$ cat config.mk
export PLATFORM = sky130hd
export DESIGN_NAME = hexn_595_scan
export DESIGN_NICKNAME = d
export VERILOG_FILES = /design/src/rtl/hexn_pkg.sv /design/src/rtl/hexn_595_scan_sr595_tx.sv /design/src/rtl/hexn_595_scan.sv
export SDC_FILE = /design/constraint.sdc
export NUM_CORES = 1
export LEC_CHECK = 0
export ABC_AREA = 1
export BUFFER_PORTS_ARGS = -buffer_cell sky130_fd_sc_hd__clkbuf_2
export CAP_MARGIN = 10
export CORE_MARGIN = 3
export CORE_UTILIZATION = 32
export CTS_CLUSTER_DIAMETER = 150
export DETAILED_ROUTE_END_ITERATION = 6
export PLACE_DENSITY_LB_ADDON = 0.08
export RECOVER_POWER = 50
export REMOVE_ABC_BUFFERS = 1
export SYNTH_ARGS = -nofsm -noshare
export SYNTH_HDL_FRONTEND = slang
export SYNTH_SLANG_ARGS = --single-unit
$ cat constraint.sdc
create_clock -name Clk -period 5.55 [get_ports Clk]
set_clock_uncertainty 0.2 [all_clocks]
set_input_delay 0 -clock Clk [delete_from_list [all_inputs] [get_ports Clk]]
set_output_delay 0 -clock Clk [all_outputs]
set_load 0.01 [all_outputs]
$ cat src/rtl/hexn_pkg.sv
// Shared types and helpers for the 74HC595 scan display driver:
// serialiser FSM states, hex-to-segment encoding and frame-word width.
package hexn_pkg;

  typedef enum logic [2:0] {
    IDLE,
    LOAD,
    SHIFT_L,
    SHIFT_H,
    LATCH
  } tx_state_e;

  // Active-high segment pattern {g,f,e,d,c,b,a} for one hex nibble.
  function automatic logic [6:0] hex2seg(input logic [3:0] nib);
    logic [6:0] seg;
    case (nib)
      4'h0:    seg = 7'h3F;
      4'h1:    seg = 7'h06;
      4'h2:    seg = 7'h5B;
      4'h3:    seg = 7'h4F;
      4'h4:    seg = 7'h66;
      4'h5:    seg = 7'h6D;
      4'h6:    seg = 7'h7D;
      4'h7:    seg = 7'h07;
      4'h8:    seg = 7'h7F;
      4'h9:    seg = 7'h6F;
      4'hA:    seg = 7'h77;
      4'hB:    seg = 7'h7C;
      4'hC:    seg = 7'h39;
      4'hD:    seg = 7'h5E;
      4'hE:    seg = 7'h79;
      default: seg = 7'h71;
    endcase
    return seg;
  endfunction

  // Frame word is {Seg[7:0], Sel[digits-1:0]}.
  function automatic int fw_width(input int digits);
    return 8 + digits;
  endfunction

endpackage

$ cat src/rtl/hexn_595_scan_sr595_tx.sv
// Start/busy/done serialiser for a 74HC595 chain: shifts WIDTH bits MSB first
// on DS/SHCP, then pulses STCP for SHCP_DIV cycles to latch them.
module sr595_tx
  import hexn_pkg::*;
#(
  parameter int WIDTH    = 16,
  parameter int SHCP_DIV = 2
) (
  input  logic             Clk,
  input  logic             Reset,
  input  logic             start_i,
  input  logic [WIDTH-1:0] word_i,
  output logic             busy_o,
  output logic             done_o,
  output logic             ds_o,
  output logic             shcp_o,
  output logic             stcp_o
);

  localparam int PW = (SHCP_DIV > 1) ? $clog2(SHCP_DIV) : 1;
  localparam int BW = (WIDTH > 1) ? $clog2(WIDTH) : 1;

  tx_state_e        state_q, state_d;
  logic [PW-1:0]    ph_q, ph_d;
  logic [BW-1:0]    bit_q, bit_d;
  logic             done_q, done_d;
  logic [WIDTH-1:0] sh_q, sh_d;
  logic             ph_last, bit_last;

  always_ff @(posedge Clk or posedge Reset) begin
    if (Reset) begin
      state_q <= IDLE;
      ph_q    <= '0;
      bit_q   <= '0;
      done_q  <= 1'b0;
    end else begin
      state_q <= state_d;
      ph_q    <= ph_d;
      bit_q   <= bit_d;
      done_q  <= done_d;
    end
  end

  // Shift data needs no reset: DS is gated to 0 whenever the FSM is idle.
  always_ff @(posedge Clk) begin
    sh_q <= sh_d;
  end

  always_comb begin
    state_d  = state_q;
    ph_d     = ph_q;
    bit_d    = bit_q;
    sh_d     = sh_q;
    done_d   = 1'b0;
    ph_last  = (ph_q == PW'(SHCP_DIV - 1));
    bit_last = (bit_q == BW'(WIDTH - 1));
    case (state_q)
      IDLE: begin
        if (start_i) begin
          sh_d    = word_i;
          ph_d    = '0;
          bit_d   = '0;
          state_d = LOAD;
        end
      end
      LOAD: begin
        ph_d    = '0;
        state_d = SHIFT_L;
      end
      SHIFT_L: begin
        if (ph_last) begin
          ph_d    = '0;
          state_d = SHIFT_H;
        end else begin
          ph_d = ph_q + 1'b1;
        end
      end
      SHIFT_H: begin
        if (ph_last) begin
          ph_d = '0;
          if (bit_last) begin
            state_d = LATCH;
          end else begin
            // Next bit appears on DS together with the SHCP falling edge.
            bit_d   = bit_q + 1'b1;
            sh_d    = {sh_q[WIDTH-2:0], 1'b0};
            state_d = SHIFT_L;
          end
        end else begin
          ph_d = ph_q + 1'b1;
        end
      end
      LATCH: begin
        if (ph_last) begin
          state_d = IDLE;
          done_d  = 1'b1;
        end else begin
          ph_d = ph_q + 1'b1;
        end
      end
      default: state_d = IDLE;
    endcase
  end

  assign busy_o = (state_q != IDLE);
  assign done_o = done_q;
  assign shcp_o = (state_q == SHIFT_H);
  assign stcp_o = (state_q == LATCH);
  assign ds_o   = (state_q != IDLE) & sh_q[WIDTH-1];

endmodule

$ cat src/rtl/hexn_595_scan.sv
// N-digit hex 7-segment scan driver: per-frame input snapshot, leading-zero
// suppression, blanking and polarity, serialised to a 74HC595 chain.
module hexn_595_scan
  import hexn_pkg::*;
#(
  parameter int DIGITS         = 8,
  parameter int SCAN_DIV       = 50000,
  parameter int SHCP_DIV       = 2,
  parameter int SEG_ACTIVE_LOW = 1,
  parameter int SEL_ACTIVE_LOW = 1
) (
  input  logic                Clk,
  input  logic                Reset,
  input  logic                En,
  input  logic [4*DIGITS-1:0] Disp_data,
  input  logic [DIGITS-1:0]   Dp,
  input  logic [DIGITS-1:0]   Blank,
  input  logic                Lz_en,
  output logic                DS,
  output logic                SHCP,
  output logic                STCP,
  output logic                Frame_done
);

  localparam int FW      = fw_width(DIGITS);
  localparam int XFER    = 1 + 2 * SHCP_DIV * FW + SHCP_DIV;
  localparam int CW      = (SCAN_DIV > 1) ? $clog2(SCAN_DIV) : 1;
  localparam int DW      = (DIGITS > 1) ? $clog2(DIGITS) : 1;

  if (DIGITS < 1 || DIGITS > 16) begin : g_bad_digits
    $error("hexn_595_scan: DIGITS must be 1..16");
  end
  if (SHCP_DIV < 1) begin : g_bad_shcp_div
    $error("hexn_595_scan: SHCP_DIV must be >= 1");
  end
  if (SCAN_DIV <= XFER) begin : g_bad_scan_div
    $error("hexn_595_scan: SCAN_DIV must exceed one transfer length");
  end

  logic [CW-1:0]       cnt_q, cnt_d;
  logic [DW-1:0]       dig_q, dig_d;
  logic                last_q, last_d;
  logic [4*DIGITS-1:0] data_q;
  logic [DIGITS-1:0]   dp_q, blank_q;
  logic                lz_q;

  logic                tick, tx_busy, tx_done;
  logic                live;
  logic [4*DIGITS-1:0] src_data;
  logic [DIGITS-1:0]   src_dp, src_blank, sel_oh;
  logic                src_lz, suppress;
  logic [3:0]          nib;
  logic [7:0]          seg_act, seg_out;
  logic [DIGITS-1:0]   sel_out;
  logic [FW-1:0]       word;

  // A slot tick waits for an idle serialiser, so a quick En off/on cannot clip a transfer.
  assign tick = En && (cnt_q == '0) && !tx_busy;

  always_comb begin
    cnt_d  = cnt_q;
    dig_d  = dig_q;
    last_d = last_q;
    if (!En) begin
      cnt_d = '0;
      dig_d = '0;
    end else if (cnt_q == '0 && tx_busy) begin
      cnt_d = '0;
    end else begin
      cnt_d = (cnt_q == CW'(SCAN_DIV - 1)) ? '0 : cnt_q + 1'b1;
    end
    if (tick) begin
      dig_d  = (dig_q == DW'(DIGITS - 1)) ? '0 : dig_q + 1'b1;
      last_d = (dig_q == DW'(DIGITS - 1));
    end
  end

  always_ff @(posedge Clk or posedge Reset) begin
    if (Reset) begin
      cnt_q  <= '0;
      dig_q  <= '0;
      last_q <= 1'b0;
    end else begin
      cnt_q  <= cnt_d;
      dig_q  <= dig_d;
      last_q <= last_d;
    end
  end

  always_ff @(posedge Clk) begin
    if (tick && dig_q == '0) begin
      data_q  <= Disp_data;
      dp_q    <= Dp;
      blank_q <= Blank;
      lz_q    <= Lz_en;
    end
  end

  // Digit 0 is encoded from the live inputs in the same cycle they are snapshotted.
  always_comb begin
    live      = (dig_q == '0);
    src_data  = live ? Disp_data : data_q;
    src_dp    = live ? Dp : dp_q;
    src_blank = live ? Blank : blank_q;
    src_lz    = live ? Lz_en : lz_q;
    nib       = src_data[{dig_q, 2'b00} +: 4];
    suppress  = src_lz && (dig_q != '0) && ((src_data >> {dig_q, 2'b00}) == '0);
    seg_act   = (src_blank[dig_q] || suppress) ? 8'h00 : {src_dp[dig_q], hex2seg(nib)};
    seg_out   = (SEG_ACTIVE_LOW != 0) ? ~seg_act : seg_act;
    sel_oh    = '0;
    sel_oh[dig_q] = 1'b1;
    sel_out   = (SEL_ACTIVE_LOW != 0) ? ~sel_oh : sel_oh;
    word      = {seg_out, sel_out};
  end

  sr595_tx #(
    .WIDTH   (FW),
    .SHCP_DIV(SHCP_DIV)
  ) u_tx (
    .Clk    (Clk),
    .Reset  (Reset),
    .start_i(tick),
    .word_i (word),
    .busy_o (tx_busy),
    .done_o (tx_done),
    .ds_o   (DS),
    .shcp_o (SHCP),
    .stcp_o (STCP)
  );

  assign Frame_done = tx_done & last_q;

endmodule

==> metrics.md, run 1 <==
| Metric | Value |
|---|---|
| Result of the run | finished with violations |
| Failing checks | max-capacitance violations, max-slew violations |
| Post-CTS setup repair buffer count | 0 |
| R2R Setup Slk | about 1400 ps |
| Cell Int Power | about 0.0020 W |
| Number of max-cap violations | 1 |
| Proportion of synthesized flip-flops having asynchronous set or reset | a little under a third |
| Top-area cell type share of the netlist area | between 30% and 40% |
| Startpoint kind of the worst setup timing path | flop |
| CTS sink count | 94 |
| Cell Count, Final, Fillers Out | about 1000 |
| Clock transition at the register clock pins on the worst setup and hold paths after CTS | approximately 70 ps |
| Aggregate global-route resource usage | approximately 16% |
| Setup Crit Path Kind | reg2reg |
| Fraction of final layout cells with drive strength greater than 1 | 7.63% |
| Main combinational cell family by area after synthesis | simple AND/OR/NAND/NOR gates |
| Min Clock Period, post-route | between 4000 and 5000 ps |
| Total non-filler cell area in the finished layout | 6700 µm² |
| Area of combinational cells with multiple inputs | roughly 2400 µm² |
| Prevailing post-synth register cell | sky130_fd_sc_hd__edfxtp_1 |
| Dominant delay contributor by cell family on the critical path | simple AND/OR/NAND/NOR gates |
| Cell count after synthesis | ~690 |
| Total number of vias | approximately 4900 |
| R2R Path Start | dig_q[0] |
| Fin nets | ~860 |
| Series of cell instances along the critical path | inv_2, ha_1, buf_4, nand2_2, buf_4, nand2_1, nand3_1, nand2_1, nand2_1, nand3_1, inv_1, nor2_1, ha_1, nand2_1, nor2_1, nand3_1, nor2_1, nand3_1, nor2_1, nand2_2, nand2_2, nor2_1, nor2_1 |
| CTS tree | yes |
| Launch point of the worst hold path | Blank[5] |
| Routability Congestion | slightly above 0.8 |
| Endpoint type of the worst setup path | flop |
| Via density per instance | roughly 4.8 |
| Dominant cell by count in the synthesized netlist | sky130_fd_sc_hd__nand2_1 |
| Wirelength, routed | between 10000 and 15000 µm |
| Netlist Area Pre-Place | around 5500 µm² |
| Antenna violations before repair | 0 |
| Crit path largest cell delay | between 300 and 400 ps |
| Routed length per instance | roughly 14 µm |
| Setup repair after global routing missed its margin | false |
| Synthesis-to-finish area growth | 21.8% |
| Overall die width | ~140 µm |
| Worst EP arrival | between 4000 and 5000 ps |
| CP Max Fanout | 27 |
| Remaining global-route overflow | 0 |
| Leading cell types by total area after synthesis | sky130_fd_sc_hd__edfxtp_1 (35%), sky130_fd_sc_hd__nand2_1 (15%), sky130_fd_sc_hd__dfrtp_1 (13%), sky130_fd_sc_hd__nand3_1 (8.5%), sky130_fd_sc_hd__nor2_1 (5.1%) |
| Sw frac | between 40% and 50% |
| Static Leakage | around 3 nW |
| Standard cell with the maximum stage delay on the critical path | sky130_fd_sc_hd__dfrtp_1 |
| Flop pwr share | between 30 and 40% |
| Vertical die dimension | about 140 µm |
| Placed Area | about 6000 µm² |
| Drt pass-1 iters | 5 |
| Portion of total power attributed to the clock network | ~16% |
| Final clock period utilization by the worst path | 74.6% |
| Placed cells | roughly 950 |
| Switching power summed over all nets | between 0.0015 and 0.002 W |
| Clock Latency Late Sink | 360 ps |
| Flip-flop and latch count after synthesis | 94 |
| Critical Path Most Common Cell | sky130_fd_sc_hd__nor2_1 |
| Combinational share of power | between 50% and 60% |
| Simple logic cell fraction of the synthesized area | between 30% and 40% |
| Data required, critical path | roughly 5600 ps |
| Hold Worst Slack | 168 ps |
| Hold Path Cell Cnt | 2 |
| Compound-Gate Fraction of Synth Area | between 7 and 8% |
| Warnings from Yosys | 0 |
| Slew of the pin with the lowest slew margin | about 1600 ps |
| Initial core utilization | about a third |
| Proportion of synthesized chip area in sequential cells | between 40% and 50% |
| # IOs | 56 |
| Adder-cell share of the synthesized area | roughly 2.7% |
| Maximum number of pins on one net before global-route repair | 48 |
| Count of endpoints failing hold in the final timing report | 0 |
| HPWL after DPL | 10400 µm |
| Standard cell core area | around 17000 µm² |
| Deepest level of the CTS H-tree | 3 |
| Maximum clock insertion buffer count | 2 |
| Stages on the worst setup path | 23 |
| Routed Antenna Nets | 0 |
| Power Total | between 0.003 and 0.004 W |
| Die area | 18800 µm² |
| Sequential standard cell area | between 2000 and 3000 µm² |
| Unique cell type count in the Yosys netlist | a little over 40 |
| Number of cells on the worst reg-to-reg path | 23 |
| Crit. Startpoint | dig_q[0] |
| Setup-violating endpoint count in the final report | 0 |
| Xor-xnor portion of the synthesized cell area | 0.796% |
| Cell type contributing the most total cell area after synthesis | sky130_fd_sc_hd__edfxtp_1 |
| Number of clock buffers inserted by TritonCTS | 9 |
| Maximum operating frequency | between 200 and 250 MHz |
| Class of the tightest hold or removal check | in2reg |
| Antenna Diode Count | 0 |
| Site Rows | between 40 and 50 |
| Post-synth EDFFs | between 60 and 70 |
| Vias in the first global route | 4680 |
| Filler Cells Inserted | ~1800 |
| PwrDens | about 560 nW/µm² |
| Clock root buffer master | sky130_fd_sc_hd__clkbuf_16 |
| Number of pins exceeding their max-slew limit in the final report | 30 |
| First-pass GRT wire length | between 20000 and 25000 µm |
| Relative slew slack | -8.24% |
| DRC violations left | 0 |
| Multiplexer share of the synthesized area | 0% |
| Per-instance average area after synthesis | between 7 and 8 µm² |
| Count of buffering cells on the critical path with inverters included | 4 |
| Worst IR Drop VDD | approximately 0.22 mV |
| Port Buf Inserts | 55 |
| Initial DRC Count | about 390 |
| Most instantiated cells after synthesis | sky130_fd_sc_hd__nand2_1 (218), sky130_fd_sc_hd__nand3_1 (93), sky130_fd_sc_hd__nor2_1 (75), sky130_fd_sc_hd__edfxtp_1 (65), sky130_fd_sc_hd__inv_1 (57) |
-- flip-flops by register name, indices dropped and copies added, names as in the netlist --
signal	flops
u_tx.bit_q	4
u_tx.done_o	1
lz_q	1
cnt_q	16
last_q	1
dig_q	3
u_tx.ph_last	1
u_tx.sh_q	16
u_tx.state_q	3
dp_q	8
data_q	32
blank_q	8
-- worst reg2reg max path, delay by kind of cell (launching register included) --
kind                       cells  cell delay, ps
adders and majority gates      2             500
buffers and inverters          4             980
DFF                            1             390
and+or+nand+nor               17            1910
-- cell type report --
cell class / instances / share of cell area, %
clock buffers: 10 / 3.42
flip-flops and latches: 94 / 40.0
well taps: 220 / 4.11
inverters: 62 / 3.55
clock inverters: 6 / 0.635
multi-input cells: 514 / 36.6
repair buffers: 114 / 11.8
-- path summary, 6_finish.rpt --
path | to
max reg2reg | u_tx.sh_q[11]
max | u_tx.sh_q[11]
min in group asynchronous | cnt_q[2]
max in group asynchronous | u_tx.bit_q[2]
min reg2reg | cnt_q[0]
min | blank_q[5]
-- cell families (layout without fill, tap and decap cells) --
group | after synthesis | in the layout
AOI/OAI and AO/OA | 72 | 72
xor gates and xnor gates | 5 | 5
and+or+nand+nor | 425 | 425
DFF | 94 | 94
buffers and inverters | 84 | 192
adders and majority gates | 12 | 12
-- cells in the final DEF, fill, tap and decap left out, types with 9 or more instances in the layout --
cell / instances
sky130_fd_sc_hd__a21oi_1: 12
sky130_fd_sc_hd__clkbuf_1: 43
sky130_fd_sc_hd__nor2_1: 75
sky130_fd_sc_hd__clkbuf_16: 9
sky130_fd_sc_hd__edfxtp_1: 65
sky130_fd_sc_hd__nand3_1: 93
sky130_fd_sc_hd__dlygate4sd3_1: 51
sky130_fd_sc_hd__ha_1: 12
sky130_fd_sc_hd__inv_1: 57
sky130_fd_sc_hd__o21ai_0: 35
sky130_fd_sc_hd__clkbuf_2: 15
sky130_fd_sc_hd__nand2_1: 218
sky130_fd_sc_hd__dfrtp_1: 29
-- metrics by stage --
step                      utilization [%]  setup TNS [ps]  worst slack, ps
after floorplan                         -          -42530             -868
after global placement               35.8               0             1600
after detailed placement             35.8               0             1440
after CTS                            40.5               0             1430
after global routing                 40.1               0              977
final                                40.1               0             1410
-- per-layer routing --
| metal | up-vias | share of wire [%] | track usage (%) |
|---|---|---|---|
| li1 | 2507 | - | - |
| met1 | 2258 | 50 | 22.7 |
| met2 | 89 | 45 | 24.8 |
| met3 | 12 | 3.6 | 2.32 |
| met4 | 0 | 1.6 | 6.04 |
| met5 | - | 0 | 0 |
-- power by group through the flow --
| stage | Combinational, W | Clock (W) | Sequential, W |
|---|---|---|---|
| finish | 0.00193 | 0.000593 | 0.00122 |
| global route | 0.00221 | 0.000639 | 0.00125 |
| CTS | 0.00194 | 0.000615 | 0.00123 |
| detailed placement | 0.00191 | 0 | 0.00124 |
| global placement | 0.00190 | 0 | 0.00124 |
| floorplan | 0.00136 | 0 | 0.00125 |
-- timing repair --
| action | in CTS | in global routing |
|---|---|---|
| hold endpoints to repair | 83 | 0 |
| hold buffers | 51 | 0 |
| resized for setup | 0 | 0 |
Note: power is estimated with default switching activity, not from simulation.
==> run 2, diff against run 1 <==
Clock period 5.55 ns to 3.98 ns, I/O delays scaled along.
==> metrics.md, run 2 (synthesis results as in run 1) <==
| Metric | Value |
|---|---|
| Number of pins exceeding their max-slew limit in the final report | 30 (unchanged) |
| First-pass GRT wire length | 23900 µm (was 23600 µm) |
| Critical path destination | u_tx.sh_q[9] (was u_tx.sh_q[11]) |
| Number of max-cap violations | 1 (unchanged) |
| Standard cell with the maximum stage delay on the critical path | sky130_fd_sc_hd__dfrtp_1 (unchanged) |
| Maximum operating frequency | 279 MHz (was 242 MHz) |
| Number of clock buffers inserted by TritonCTS | 9 (unchanged) |
| Maximum number of pins on one net before global-route repair | 36 (was 48) |
| Vias in the first global route | 4887 (was 4680) |
| Failing checks | max-capacitance violations, max-slew violations (unchanged) |
| Placed Area | 6010 µm² (was 5970 µm²) |
| Final core utilization | 40.4% (was 40.1%) |
| Via density per instance | 4.82 (was 4.77) |
| Relative slew slack | -11.6% (was -8.24%) |
| Largest register FFs | 32 (unchanged) |
| Cell Count, Final, Fillers Out | 1026 (was 1020) |
| Endpoint type of the worst setup path | flop (unchanged) |
| R2R Setup Slk | 390 ps (was 1410 ps) |
| CP Max Fanout | 19 (was 27) |
| Antenna violations before repair | 0 (unchanged) |
| Drt pass-1 iters | 5 (unchanged) |
| Filler Cells Inserted | 1801 (was 1765) |
| Routed Antenna Nets | 0 (unchanged) |
| Deepest level of the CTS H-tree | 3 (unchanged) |
| Routed length per instance | 14.1 µm (about the same) |
| Setup repair after global routing missed its margin | false (unchanged) |
| Clock root buffer master | sky130_fd_sc_hd__clkbuf_16 (unchanged) |
| Static Leakage | 2.98 nW (was 2.95 nW) |
| Setup Crit Path Kind | reg2reg (unchanged) |
| Die area | 18800 µm² (unchanged) |
| Standard cell core area | 16700 µm² (unchanged) |
| Fin Setup TNS | 0 ps (unchanged) |
| Most common cell after layout, fill and taps aside | sky130_fd_sc_hd__nand2_1 (unchanged) |
| Post-CTS setup repair buffer count | 0 (unchanged) |
| Fin nets | 865 (was 859) |
| Biggest registers after layout | data_q (32), cnt_q (16), u_tx.sh_q (16) (unchanged) |
| Worst IR Drop VDD | 0.314 mV (was 0.222 mV) |
| Fraction of final layout cells with drive strength greater than 1 | 8.19% (was 7.63%) |
| Area of combinational cells with multiple inputs | 2470 µm² (was 2450 µm²) |
| Final clock period utilization by the worst path | 90.1% (was 74.6%) |
| Result of the run | finished with violations (unchanged) |
| Routability Congestion | 0.919 (was 0.829) |
| Slew of the pin with the lowest slew margin | 1670 ps (was 1620 ps) |
| Crit path largest cell delay | 410 ps (was 390 ps) |
| Series of cell instances along the critical path | inv_4, ha_1, buf_4, inv_2, nor2_8, nand2_1, nand3_1, nand3_1, nand2_1, nand2_1, nand2_1, inv_1, ha_1, nand2_1, nor2_1, nand3_1, nor2_1, nand3_1, nor2_1, nand2_2, nand3_1, nand2_1, nand2_1 (was inv_2, ha_1, buf_4, nand2_2, buf_4, nand2_1, nand3_1, nand2_1, nand2_1, nand3_1, inv_1, nor2_1, ha_1, nand2_1, nor2_1, nand3_1, nor2_1, nand3_1, nor2_1, nand2_2, nand2_2, nor2_1, nor2_1) |
| R2R Path Start | dig_q[1] (was dig_q[0]) |
| Antenna Diode Count | 0 (unchanged) |
| Synthesis-to-finish area growth | 22.7% (was 21.8%) |
| Setup-violating endpoint count in the final report | 0 (unchanged) |
| Total number of vias | 4946 (was 4866) |
| Sequential standard cell area | 2680 µm² (unchanged) |
| Clock transition at the register clock pins on the worst setup and hold paths after CTS | 70 ps (about the same) |
| Largest register by flop count | data_q (unchanged) |
| Worst path setup slack after routing | 393 ps (was 1410 ps) |
| Count of endpoints failing hold in the final timing report | 0 (unchanged) |
| Top library cells by usage in the layout, fill and taps aside | sky130_fd_sc_hd__nand2_1 (218), sky130_fd_sc_hd__nand3_1 (93), sky130_fd_sc_hd__nor2_1 (74) (was sky130_fd_sc_hd__nand2_1 (218), sky130_fd_sc_hd__nand3_1 (93), sky130_fd_sc_hd__nor2_1 (75)) |
| PwrDens | 782 nW/µm² (was 559 nW/µm²) |
| Min Clock Period, post-route | 3590 ps (was 4140 ps) |
| Port Buf Inserts | 55 (unchanged) |
| Pre-CTS WS | 370 ps (was 1440 ps) |
| Number of cells on the worst reg-to-reg path | 23 (unchanged) |
| Crit. Startpoint | dig_q[1] (was dig_q[0]) |
| HPWL after DPL | 10300 µm (was 10400 µm) |
| Startpoint kind of the worst setup timing path | flop (unchanged) |
| Wirelength, routed | 14500 µm (was 14400 µm) |
| Class of the tightest hold or removal check | in2reg (unchanged) |
| # IOs | 56 (unchanged) |
| Remaining global-route overflow | 0 (unchanged) |
| Site Rows | 47 (unchanged) |
| Overall die width | 137 µm (unchanged) |
| Maximum clock insertion buffer count | 2 (unchanged) |
| Placed cells | 958 (was 953) |
| Aggregate global-route resource usage | 16.1% (was 16.0%) |
| CTS sink count | 94 (unchanged) |
| Endpoint of the worst register-to-register path | u_tx.sh_q[9] (was u_tx.sh_q[11]) |
| Critical Path Most Common Cell | sky130_fd_sc_hd__nand2_1 (was sky130_fd_sc_hd__nor2_1) |
| Clock Latency Late Sink | 350 ps (was 360 ps) |
| Initial core utilization | 32.9% (unchanged) |
| Vertical die dimension | 137 µm (unchanged) |
| DRC violations left | 0 (unchanged) |
| Worst EP arrival | 3490 ps (was 4160 ps) |
| Total non-filler cell area in the finished layout | 6750 µm² (was 6700 µm²) |
| Data required, critical path | 3880 ps (was 5570 ps) |
| CTS tree | yes (unchanged) |
| Initial DRC Count | 349 (was 385) |
## run 2: cell count changes in the layout (fill, tap and decap cells not counted), sizes merged
cell	previous run	this run
inv	66	64
nor2	80	81
buf	6	11
clkinvlp	1	0
clkbuf	67	69
clkinv	1	2
## run 2: worst min-delay path by stage
| stage | from | slack, ps | cells after the start | to |
|---|---|---|---|---|
| finish | Lz_en | 170 | 2 | lz_q |
| global route | Blank[7] | 170 | 2 | blank_q[7] |
| CTS | Reset | 80 | 4 | cnt_q[5] |
| detailed placement | Reset | -110 | 3 | u_tx.done_o |
| global placement | Reset | -120 | 3 | cnt_q[4] |
| floorplan | Reset | -120 | 1 | cnt_q[0] |
## run 2: routing by layer
metal	vias to the layer above	track usage [%]	share of wire, %
met5	-	0	0
met4	0	5.65	1.6
met3	17	2.35	3.2
met2	94	26.3	46
met1	2319	21.9	49
li1	2516	-	-
## run 2: critical path: cells and delay by family (launching register included)
kind | cells | cell delay (ps)
DFF | 1 | 410
buffers and inverters | 4 | 610
adders and majority gates | 2 | 460
and+or+nand+nor | 17 | 1640
## run 2: metrics by stage
step / hold WS (ps) / power [W]
floorplan: -122 / 0.00362
global placement: -115 / 0.00440
detailed placement: -106 / 0.00443
CTS: 79.0 / 0.00531
global route: 166 / 0.00578
finish: 170 / 0.00528
## run 2: what timing repair did
action	4_1_cts	5_1_grt
hold buffers	51	0
resized for setup	0	2
endpoints found under the setup margin	0	6
hold endpoints to repair	83	0
## run 2: power breakdown
| part | leakage (nW) | switching, W | internal [W] |
|---|---|---|---|
| Clock | 0.137 | 0.000375 | 0.000440 |
| Sequential | 0.992 | 0.000126 | 0.00157 |
| Combinational | 1.85 | 0.00190 | 0.000870 |
## run 2: cell type report
type                            count  share of cell area, %
Clock buffer                       12                   3.65
Clock inverter                      4                  0.334
Inverter                           62                   3.52
Multi-Input combinational cell    515                   36.5
Sequential cell                    94                   39.7
Tap cell                          220                   4.08
Timing Repair Buffer              119                   12.2
